[config.mk]
export PLATFORM = sky130hd
export DESIGN_NAME = uart_rx_word_packer
export DESIGN_NICKNAME = d
export VERILOG_FILES = /design/src/rtl/uart_pkg.sv /design/src/rtl/uart_idle_timer.sv /design/src/rtl/uart_rx_word_packer.sv
export SDC_FILE = /design/constraint.sdc
export NUM_CORES = 1
export LEC_CHECK = 0
export BUFFER_PORTS_ARGS = -buffer_cell sky130_fd_sc_hd__buf_2
export CORE_MARGIN = 2
export CORE_UTILIZATION = 30
export DETAILED_ROUTE_END_ITERATION = 6
export GPL_TIMING_DRIVEN = 1
export PLACE_DENSITY = 0.5
export SLEW_MARGIN = 25
export SYNTH_ARGS = -nofsm -noshare
export SYNTH_HDL_FRONTEND = slang
export SYNTH_SLANG_ARGS = --single-unit
[constraint.sdc]
create_clock -name sys_clk -period 2.4 [get_ports sys_clk]
set_clock_uncertainty 0.1 [all_clocks]
set_input_delay 0.24 -clock sys_clk [delete_from_list [all_inputs] [get_ports sys_clk]]
set_output_delay 0.24 -clock sys_clk [all_outputs]
set_load 0.1 [all_outputs]
[src/rtl/uart_pkg.sv]
// uart_pkg: shared widths, defaults and FSM state type for the UART operand path.
package uart_pkg;
    localparam int BYTE_W             = 8;
    localparam int NUM_BYTES_DEF      = 8;
    localparam int TIMEOUT_CYCLES_DEF = 1000000;
    typedef enum logic [1:0] {IDLE, COLLECT, CHECK, HOLD} rx_pack_state_t;
endpackage

[src/rtl/uart_idle_timer.sv]
// uart_idle_timer: counts enabled cycles and strobes expired on the last one.
module uart_idle_timer #(
    parameter int TIMEOUT_CYCLES = 1000000
) (
    input  logic clk_i,
    input  logic rst_ni,
    input  logic clear_i,
    input  logic enable_i,
    output logic expired_o
);
    localparam int TW = TIMEOUT_CYCLES > 1 ? $clog2(TIMEOUT_CYCLES) : 1;
    localparam logic [TW-1:0] LAST = TW'(TIMEOUT_CYCLES - 1);
    logic [TW-1:0] timer_q, timer_d;
    assign expired_o = enable_i && timer_q == LAST;
    assign timer_d   = (clear_i || expired_o) ? '0 : enable_i ? timer_q + 1'b1 : timer_q;
    always_ff @(posedge clk_i or negedge rst_ni) begin
        if (!rst_ni) timer_q <= '0;
        else         timer_q <= timer_d;
    end
endmodule

[src/rtl/uart_rx_word_packer.sv]
// uart_rx_word_packer: packs received bytes little-endian into one word with valid/ready output.
// Define UART_RX_CHECKSUM_EN to require a trailing XOR checksum byte per word.
module uart_rx_word_packer
    import uart_pkg::*;
#(
    parameter int NUM_BYTES      = NUM_BYTES_DEF,
    parameter int TIMEOUT_CYCLES = TIMEOUT_CYCLES_DEF
) (
    input  logic                        sys_clk,
    input  logic                        rst,
    input  logic [BYTE_W-1:0]           rx_byte,
    input  logic                        rx_byte_valid,
    input  logic                        rx_frame_err,
    output logic [BYTE_W*NUM_BYTES-1:0] word_out,
    output logic                        word_valid,
    input  logic                        word_ready,
    output logic                        busy,
    output logic                        timeout_err,
    output logic                        overrun_err,
    output logic                        chk_err
);
    localparam int W     = BYTE_W * NUM_BYTES;
    localparam int CNT_W = NUM_BYTES > 1 ? $clog2(NUM_BYTES) : 1;
    localparam logic [CNT_W-1:0] LAST      = CNT_W'(NUM_BYTES - 1);
    localparam logic [CNT_W-1:0] START_CNT = NUM_BYTES == 1 ? '0 : CNT_W'(1);
`ifdef UART_RX_CHECKSUM_EN
    localparam rx_pack_state_t DONE = CHECK;
`else
    localparam rx_pack_state_t DONE = HOLD;
`endif
    localparam rx_pack_state_t START = NUM_BYTES == 1 ? DONE : COLLECT;

    rx_pack_state_t    state_q, state_d;
    logic [CNT_W-1:0]  cnt_q, cnt_d;
    logic [W-1:0]      word_q, word_d;
    logic              valid_q;
    logic              good, bad, expired;
`ifdef UART_RX_CHECKSUM_EN
    logic [BYTE_W-1:0] csum_q, csum_d;
`endif

    assign good       = rx_byte_valid && !rx_frame_err;
    assign bad        = rx_byte_valid && rx_frame_err;
    assign busy       = state_q == COLLECT || state_q == CHECK;
    assign word_out   = word_q;
    assign word_valid = valid_q;

    uart_idle_timer #(.TIMEOUT_CYCLES(TIMEOUT_CYCLES)) u_timer (
        .clk_i    (sys_clk),
        .rst_ni   (rst),
        .clear_i  (good || !busy),
        .enable_i (busy && !good),
        .expired_o(expired)
    );

    always_comb begin
        state_d     = state_q;
        cnt_d       = cnt_q;
        word_d      = word_q;
        timeout_err = 1'b0;
        overrun_err = 1'b0;
        chk_err     = 1'b0;
`ifdef UART_RX_CHECKSUM_EN
        csum_d      = csum_q;
`endif
        case (state_q)
            IDLE: if (good) begin
                word_d[BYTE_W-1:0] = rx_byte;
                cnt_d              = START_CNT;
                state_d            = START;
`ifdef UART_RX_CHECKSUM_EN
                csum_d             = rx_byte;
`endif
            end
            COLLECT: if (good) begin
                word_d[cnt_q*BYTE_W +: BYTE_W] = rx_byte;
                cnt_d   = cnt_q == LAST ? '0 : cnt_q + 1'b1;
                state_d = cnt_q == LAST ? DONE : COLLECT;
`ifdef UART_RX_CHECKSUM_EN
                csum_d  = csum_q ^ rx_byte;
`endif
            end else if (bad || expired) begin
                cnt_d       = '0;
                state_d     = IDLE;
                timeout_err = !bad;
            end
            CHECK: begin
`ifdef UART_RX_CHECKSUM_EN
                if (good) begin
                    state_d = rx_byte == csum_q ? HOLD : IDLE;
                    chk_err = rx_byte != csum_q;
                end else if (bad || expired) begin
                    state_d     = IDLE;
                    timeout_err = !bad;
                end
`else
                state_d = IDLE;
`endif
            end
            HOLD: if (valid_q && word_ready) begin
                // A byte coinciding with the handshake starts the next word.
                state_d = good ? START : IDLE;
                if (good) begin
                    word_d[BYTE_W-1:0] = rx_byte;
                    cnt_d              = START_CNT;
`ifdef UART_RX_CHECKSUM_EN
                    csum_d             = rx_byte;
`endif
                end
            end else begin
                overrun_err = good;
            end
            default: state_d = IDLE;
        endcase
    end

    always_ff @(posedge sys_clk or negedge rst) begin
        if (!rst) begin
            state_q <= IDLE;
            cnt_q   <= '0;
            word_q  <= '0;
            valid_q <= 1'b0;
`ifdef UART_RX_CHECKSUM_EN
            csum_q  <= '0;
`endif
        end else begin
            state_q <= state_d;
            cnt_q   <= cnt_d;
            word_q  <= word_d;
            valid_q <= state_d == HOLD;
`ifdef UART_RX_CHECKSUM_EN
            csum_q  <= csum_d;
`endif
        end
    end
endmodule

==> results of run 1 <==
-- sequential cells by signal, indices dropped and copies added (netlist names) --
name / flops
cnt_q: 3
word_out: 64
word_valid: 1
state_q: 2
u_timer.timer_q: 20
-- cell type report --
| cell class | instances | area (um^2) | area share |
|---|---|---|---|
| clock buffer | 14 | 254 | 0.0473 |
| clock inverter | 2 | 37.5 | 0.00698 |
| inverter | 32 | 120 | 0.0223 |
| multi-input combinational | 254 | 1890 | 0.352 |
| sequential | 90 | 2250 | 0.419 |
| tap | 180 | 225 | 0.0419 |
| timing repair buffer | 101 | 593 | 0.110 |
-- how the worst min path moves through the flow --
stage | start | to | slack (ns) | cells after the start
after floorplan | rst | cnt_q[0]$_DFFE_PN0P_ | -0.16 | 0
after global placement | rst | word_out[49]$_DFFE_PN0P_ | 0.14 | 1
after detailed placement | rst | word_out[49]$_DFFE_PN0P_ | 0.14 | 1
after CTS | rx_byte[3] | word_out[27]$_DFFE_PN0P_ | 0.11 | 3
after global routing | rx_byte[5] | word_out[29]$_DFFE_PN0P_ | 0.13 | 3
final | rx_byte[3] | word_out[27]$_DFFE_PN0P_ | 0.11 | 3
-- cells in the final DEF (no fill, tap or decap), types with 3 or more instances in the layout --
| cell | Yosys | layout |
|---|---|---|
| and3_1 | 10 | 10 |
| nand4_1 | 9 | 9 |
| mux2i_1 | 3 | 3 |
| nor2b_1 | 4 | 3 |
| or4_1 | 7 | 7 |
| buf_2 | 9 | 77 |
| clkbuf_1 | 3 | 4 |
| mux2_1 | 8 | 8 |
| nand2_1 | 17 | 17 |
| ha_1 | 12 | 11 |
| buf_4 | 2 | 20 |
| nor2_1 | 18 | 18 |
| inv_1 | 32 | 30 |
| o211ai_1 | 3 | 3 |
| mux2_2 | 30 | 30 |
| xor2_1 | 8 | 8 |
| and2_1 | 13 | 12 |
| a21oi_1 | 11 | 11 |
| o21ai_0 | 26 | 26 |
| o31ai_1 | 8 | 7 |
| dfrtp_1 | 90 | 88 |
| clkbuf_16 | 0 | 9 |
| nand3_1 | 30 | 30 |
-- through the flow --
step,worst slack [ns],hold slack [ns],util
detailed placement,0.120,0.143,0.363
finish,0.121,0.110,0.387
global route,0.0123,0.134,0.387
global placement,0.130,0.142,0.363
floorplan,-0.262,-0.156,-
CTS,0.0216,0.106,0.385
-- layer usage --
metal / up-vias / routed length [um] / GRT usage
li1: 1575 / - / -
met1: 1618 / 5110 / 0.204
met2: 76 / 5040 / 0.230
met3: 10 / 609 / 0.0466
met4: 0 / 140 / 0.0575
met5: - / 0 / 0
-- synth_stat cells, drive strengths merged, types with 3 or more instances --
master,count
and3,10
nor4b,3
nor2,20
nand3,30
o31ai,8
inv,32
clkbuf,3
o211ai,3
nor2b,4
dfrtp,90
xor2,8
nand4,10
ha,12
and2,13
mux2i,3
nand2,17
nor3,6
a21oi,11
o21ai,26
or4,7
buf,11
mux2,38
-- what timing repair did --
action | in CTS | in global routing
hold buffers | 1 | 0
hold endpoints to repair | 33 | 0
setup endpoints to repair | 2 | 6
setup buffers | 1 | 2
pin swaps | 1 | 3
gates resized for setup | 2 | 3
-- worst min-delay path: stages --
cell     delay [ns]
buf_2          0.15
nand3_1        0.08
nand2_1        0.05
-- cell families after synthesis --
kind of cell             after synthesis  share of synthesized area
multiplexers                          41                      0.107
buffers and inverters                 46                     0.0448
flip-flops                            90                      0.527
XOR/XNOR                              10                     0.0205
AND/OR/NAND/NOR                      130                      0.179
other                                  1                   0.000878
adder cells (fa/ha/maj)               12                     0.0351
AO/OA/AOI/OAI                         60                     0.0855
==> metrics.txt, run 1 <==
area leader, netlist dfrtp_1; Cell Area, Placed ~5000 um^2; via/cell ratio between 4 and 5; initial antenna violation count 0; share of cells above drive strength 1 0.331; post-synth top area share 0.527; Crit. End Element output pin; largest net degree at the start of global routing 43; I/O pin count between 80 and 90; Synth Flop Type dfrtp_1; EDFF count, synth 0; hpwl dp roughly 7800 um; min cycle time layout approximately 2.3 ns; vias in the first global route between 3000 and 4000; Die Span X approximately 120 um; MaxCap Viol Count 0; fin crit share 0.950; Synth Cell Area 4270 um^2; worst flop-to-flop path endpoint word_out[53]$_DFFE_PN0P_; Ys Warns 0; Critical Path Max Stage Delay between 0.4 and 0.5 ns; clk buf depth 2; CP bufs+invs 2; Skew-Pair Late Insertion Delay 0.35 ns; Worst setup SP type register; final hold vios 0; crit path capture timeout_err; sequential area share after synthesis 0.527; Core Region about 14000 um^2; diode count 0; ranking of synthesized cells by area dfrtp_1 (53%), mux2_2 (7.9%), ha_1 (3.5%), nand3_1 (3.5%), o21ai_0 (3.0%); Non-Filler Instances 673; Worst R2R Setup Slack ~0.15 ns; WP depth 5; I/O Buffers 80; drt pass-1 iters 5; Starting Density 0.308; CP max FO 4; DRT iter0 DRCs about 170; Post-layout nets slightly above 500; Worst path top cell family by delay simple AND/OR/NAND/NOR gates; critical path class reg -> out; unrepaired setup endpoints after global routing no; post-route cell area approximately 5400 um^2; Slew HR 0.624; via count ~3300; ANT nets after route 0; Post-route DRC 0; post-synthesis cell type count between 40 and 50; Mapped Cells between 300 and 400; gpl congestion 0.751; Die ar. about 15000 um^2; GRT overflow 0; Syn Area/Cell 11.0 um^2; H-tree levels 3; worst slew pin tran approximately 0.56 ns; Die Y between 100 and 150 um; first-pass GRT wire length roughly 17000 um; share of async-settable or async-resettable flops after synthesis 1.00; clock root buffer clkbuf_16; Max Slew Vio Count 0; outcome finished, final reports clean; path depth of the worst reg2reg path 6; post-DR wirelength/cell around 16 um; CP required 2.06 ns; final setup fails 0; final WL 10900 um; Post-Syn Nets 415; Row Count between 40 and 50; WP data arrival about 1.9 ns; CTS buffer count 9; TritonCTS clock tree yes; crit path from u_timer.timer_q[11]$_DFFE_PN0P_; GRT Total Usage 0.152; filler cell count approximately 1400; fmax about 0.44 GHz; Synth-to-Final Area Change 25.8%; CP max-delay cell dfrtp_1; Hold Path Class in -> reg; reg2reg start cnt_q[0]$_DFFE_PN0P_; setup TNS 0 ns; clock-pin slew on the worst setup and hold paths 0.06 ns; CTS sink cnt 90; post-synthesis register bit count 90; placed cell count 653; critical path cell sequence nor4b_2 > nand4_1 > buf_4 > nor4b_4 > buf_12
Power of run 1 is not shown: default switching activity piles up to over one toggle a cycle in this logic, so the estimate is an artifact.
==> run 2: changes to the inputs <==
--- a/config.mk
+++ b/config.mk
@@ -10,7 +10,7 @@
 export CORE_UTILIZATION = 30
 export DETAILED_ROUTE_END_ITERATION = 6
 export GPL_TIMING_DRIVEN = 1
-export PLACE_DENSITY = 0.5
+export PLACE_DENSITY_LB_ADDON = 0.05
 export SLEW_MARGIN = 25
 export SYNTH_ARGS = -nofsm -noshare
 export SYNTH_HDL_FRONTEND = slang
==> metrics.txt, run 2 (synthesis results as in run 1) <==
Final Hold Slack 0.127 ns (+0.0171 ns); CP required 2.06 ns (about the same); H-tree levels 3 (unchanged); drt pass-1 iters 4 (-1); final setup fails 0 (unchanged); Starting Density 0.308 (unchanged); post-DR wirelength/cell 16.3 um (+0.93%); crit path from u_timer.timer_q[11]$_DFFE_PN0P_; CP max FO 3 (-1); Post-layout nets 518 (+0.97%); GRT Total Usage 0.155 (+0.00305); final WL 11100 um (+1.7%); gpl congestion 0.750 (about the same); share of cells above drive strength 1 0.337 (+0.00672); I/O Buffers 80 (unchanged); DRT iter0 DRCs 158 (-8.1%); Synth-to-Final Area Change 27.2%; Core Region 13900 um^2 (unchanged); placed cell count 657 (+0.61%); CTS sink cnt 90 (unchanged); Die Span X 123 um (unchanged); clock-pin slew on the worst setup and hold paths 0.06 ns (about the same); most frequent cells in the layout dfrtp_1 (88), buf_2 (77), inv_1 (30), nand3_1 (30), mux2_2 (30); first-pass GRT wire length 17500 um (+1.4%); WP data arrival 1.92 ns (-0.02 ns); vias in the first global route 3137 (-2.0%); min-delay src rx_byte[5]; min cycle time layout 2.26 ns (-0.0195 ns); Util after Layout 0.391 (+0.00424); Skew-Pair Late Insertion Delay 0.34 ns (about the same); commonest non-fill, non-tap cell in the layout dfrtp_1; Die Y 123 um (unchanged); filler cell count 1402 (+0.57%); fin crit share 0.941 (-0.00814); Post-route DRC 0 (unchanged); final hold vios 0 (unchanged); MaxCap Viol Count 0 (unchanged); hold depth 3 (unchanged); outcome finished, final reports clean; clock root buffer clkbuf_16; unrepaired setup endpoints after global routing no; worst slew pin tran 0.638 ns (+0.0773 ns); GRT overflow 0 (unchanged); register area 2250 um^2 (unchanged); initial antenna violation count 0 (unchanged); I/O pin count 82 (unchanged); fmax 0.443 GHz (+0.86%); clk buf depth 2 (unchanged); TritonCTS clock tree yes; footprint of the multi-input gates 1890 um^2 (about the same); Worst setup SP type register; Die ar. 15200 um^2 (unchanged); Non-Filler Instances 678 (+0.74%); diode count 0 (unchanged); via/cell ratio 4.82 (-1.0%); Hold Path Class in -> reg; ANT nets after route 0 (unchanged); Crit. End Element output pin; hpwl dp 8000 um (+2.7%); largest net degree at the start of global routing 40 (-7.0%); max FFs per register 64 (unchanged); critical path class reg -> out; Row Count 43 (unchanged); via count 3270 (-0.27%); path depth of the worst reg2reg path 7 (+1); Slew HR 0.572 (-0.0518); CTS buffer count 9 (unchanged); Max Slew Vio Count 0 (unchanged); reg2reg start cnt_q[0]$_DFFE_PN0P_
run 2: area by class of cell:
| class | instances | area share |
|---|---|---|
| Multi-Input combinational cell | 254 | 0.348 |
| Clock buffer | 14 | 0.0486 |
| Sequential cell | 90 | 0.415 |
| Inverter | 32 | 0.0221 |
| Timing Repair Buffer | 106 | 0.118 |
| Tap cell | 180 | 0.0414 |
| Clock inverter | 2 | 0.00645 |
run 2: path summary, 6_finish.rpt:
check / end / slack (ns)
worst max-delay path: timeout_err / 0.14
worst min-delay path: word_out[29]$_DFFE_PN0P_ / 0.13
worst max register to register: word_out[7]$_DFFE_PN0P_ / 0.20
worst min register to register: word_out[4]$_DFFE_PN0P_ / 0.40
max in group asynchronous: u_timer.timer_q[10]$_DFFE_PN0P_ / 1.31
min in group asynchronous: word_out[49]$_DFFE_PN0P_ / 0.30
run 2: timing repair:
action	CTS	global route
pin swaps	2	3
hold endpoints to repair	30	0
cloned	0	0
resized for setup	1	2
setup endpoints to repair	1	1
hold buffers	1	0
setup buffers	2	2
run 2: metrics by stage:
step / setup slack [ns] / setup TNS (ns) / cell area [um^2]
after global routing: 0.0210 / 0 / 5430
after CTS: 0.0229 / 0 / 5410
after global placement: 0.253 / 0 / 5080
after floorplan: -0.262 / -0.262 / 4330
after detailed placement: 0.208 / 0 / 5080
final: 0.141 / 0 / 5430
run 2: worst max-delay path, cell delays in order (launching register included):
cell and delay, ns:
dfrtp_1 0.45, nor4b_4 0.33, nand4_1 0.22, nor4b_4 0.37
buf_12 0.21
run 2: layer usage:
metal	part of all wire	GRT usage
met5	0	0
met4	0.012	0.0490
met3	0.047	0.0406
met2	0.49	0.250
met1	0.45	0.203
Power of run 2 is left out for the same reason.
==> run 3: changes to the inputs <==
--- a/config.mk
+++ b/config.mk
@@ -6,12 +6,12 @@
 export NUM_CORES = 1
 export LEC_CHECK = 0
 export BUFFER_PORTS_ARGS = -buffer_cell sky130_fd_sc_hd__buf_2
+export CORE_ASPECT_RATIO = 0.9
 export CORE_MARGIN = 2
 export CORE_UTILIZATION = 30
 export DETAILED_ROUTE_END_ITERATION = 6
 export GPL_TIMING_DRIVEN = 1
 export PLACE_DENSITY_LB_ADDON = 0.05
-export SLEW_MARGIN = 25
 export SYNTH_ARGS = -nofsm -noshare
 export SYNTH_HDL_FRONTEND = slang
 export SYNTH_SLANG_ARGS = --single-unit
==> metrics.txt, run 3 (synthesis results as in run 1) <==
max FFs per register 64 (unchanged); min-delay src rx_byte[5]; I/O pin count 82 (unchanged); final WL 11300 um (+2.2%); TritonCTS clock tree yes; I/O Buffers 80 (unchanged); Starting Density 0.306 (-0.00160); via/cell ratio 4.80 (-0.56%); worst flop-to-flop path endpoint word_out[2]$_DFFE_PN0P_; H-tree levels 3 (unchanged); Core Region 14000 um^2 (+0.52%); Post-layout nets 514 (-0.77%); vias in the first global route 3271 (+4.3%); outcome finished, final reports clean; share of cells above drive strength 1 0.345 (+0.00748); Row Count 41 (-4.7%); Non-Filler Instances 686 (+1.2%); Worst setup SP type register; CP max-delay cell dfrtp_1; ANT nets after route 0 (unchanged); commonest non-fill, non-tap cell in the layout dfrtp_1; placed cell count 667 (+1.5%); unrepaired setup endpoints after global routing yes; Hold Path End word_out[29]$_DFFE_PN0P_; initial antenna violation count 1 (+1); hold depth 3 (unchanged); diode count 0 (unchanged); CP required 2.06 ns (about the same); Worst path top cell family by delay simple AND/OR/NAND/NOR gates; filler cell count 1442 (+2.9%); gpl congestion 0.802 (+6.9%); path depth of the worst reg2reg path 7 (unchanged); hpwl dp 7900 um (-1.1%); fin crit share 0.959 (+0.0172); drt pass-1 iters 4 (unchanged); Die Span X 130 um (+5.2%); CP bufs+invs 1 (unchanged); DRT iter0 DRCs 161 (+1.9%); Skew-Pair Late Insertion Delay 0.35 ns (about the same); Worst R2R Setup Slack 0.18 ns (-0.02 ns); GRT overflow 0 (unchanged); worst slew pin tran 0.658 ns (+0.0201 ns); final setup fails 0 (unchanged); Critical Path Max Stage Delay 0.42 ns (-0.03 ns); reg2reg start cnt_q[0]$_DFFE_PN0P_; Hold Path Class in -> reg; CTS buffer count 9 (unchanged); WP data arrival 1.96 ns (+0.04 ns); critical path class reg -> out; most frequent cells in the layout dfrtp_1 (86), buf_2 (77), inv_1 (30), nand3_1 (30), mux2_2 (30); Synth-to-Final Area Change 27.0%; largest net degree at the start of global routing 57 (+43%); Max Slew Vio Count 0 (unchanged); MaxCap Viol Count 0 (unchanged); Slew HR 0.559 (-0.0135); final hold vios 0 (unchanged); fmax 0.435 GHz (-1.8%); crit path from u_timer.timer_q[0]$_DFFE_PN0P_; clock-pin slew on the worst setup and hold paths 0.06 ns (about the same); critical path cell sequence ha_2 > and2_4 > nand4_1 > nor4b_4 > buf_12; clock root buffer clkbuf_16; Die ar. 15200 um^2 (about the same); Die Y 117 um (-5.0%); Crit. End Element output pin; GRT Total Usage 0.156 (+0.00122); CP max FO 5 (+2); min cycle time layout 2.30 ns (+0.0412 ns); clk buf depth 2 (unchanged); via count 3290 (+0.61%); CTS sink cnt 90 (unchanged); post-DR wirelength/cell 16.5 um (+1.0%); first-pass GRT wire length 18000 um (+2.6%); Post-route DRC 0 (unchanged)
-- run 3: worst max path at each step --
stage,end,slack [ns],depth (start not counted)
floorplan,timeout_err,-0.26,4
global placement,word_out[25]$_DFFE_PN0P_,0.20,8
detailed placement,word_out[30]$_DFFE_PN0P_,0.17,8
CTS,timeout_err,0.02,5
global route,timeout_err,-0.02,5
finish,timeout_err,0.1,5
-- run 3: per-layer routing --
layer / share of wire / track usage / vias up
met2: 0.43 / 0.227 / 72
met1: 0.51 / 0.224 / 1629
met3: 0.048 / 0.0414 / 12
met4: 0.013 / 0.0573 / 0
li1: - / - / 1577
met5: 0 / 0 / -
-- run 3: layout make-up --
| cell class | count | area, um^2 | share of cell area |
|---|---|---|---|
| sequential | 90 | 2260 | 0.416 |
| multi-input combinational | 254 | 1910 | 0.352 |
| timing repair buffer | 102 | 613 | 0.113 |
| tap | 193 | 241 | 0.0445 |
| clock buffer | 10 | 229 | 0.0422 |
| inverter | 32 | 120 | 0.0221 |
| clock inverter | 5 | 56.3 | 0.0104 |
-- run 3: what timing repair did --
| item | CTS | global route |
|---|---|---|
| resized for setup | 1 | 7 |
| buffers inserted | 2 | 1 |
| pin swaps | 3 | 4 |
| hold endpoints to repair | 34 | 0 |
| hold buffers | 1 | 0 |
| endpoints found under the setup margin | 1 | 4 |
-- run 3: worst reg2reg max path, cell delays in order, from the launching register on --
cell and delay [ns]:
dfrtp_2 0.35, inv_1 0.09, ha_1 0.21, ha_1 0.33, nor2_1 0.12, nand3_1 0.08
a211o_1 0.46, mux2_1 0.36
-- run 3: per-stage QoR --
step                      TNS (ns)  worst slack, ns  hold WS (ns)  utilization  area [um^2]
after floorplan             -0.262           -0.262        -0.156            -         4330
after global placement           0            0.205         0.145        0.364         5070
after detailed placement         0            0.168         0.149        0.364         5070
after CTS                        0           0.0194         0.102        0.386         5390
after global routing       -0.0185          -0.0185         0.109        0.389         5430
final                            0           0.0995         0.100        0.389         5430
Power of run 3 is left out for the same reason.
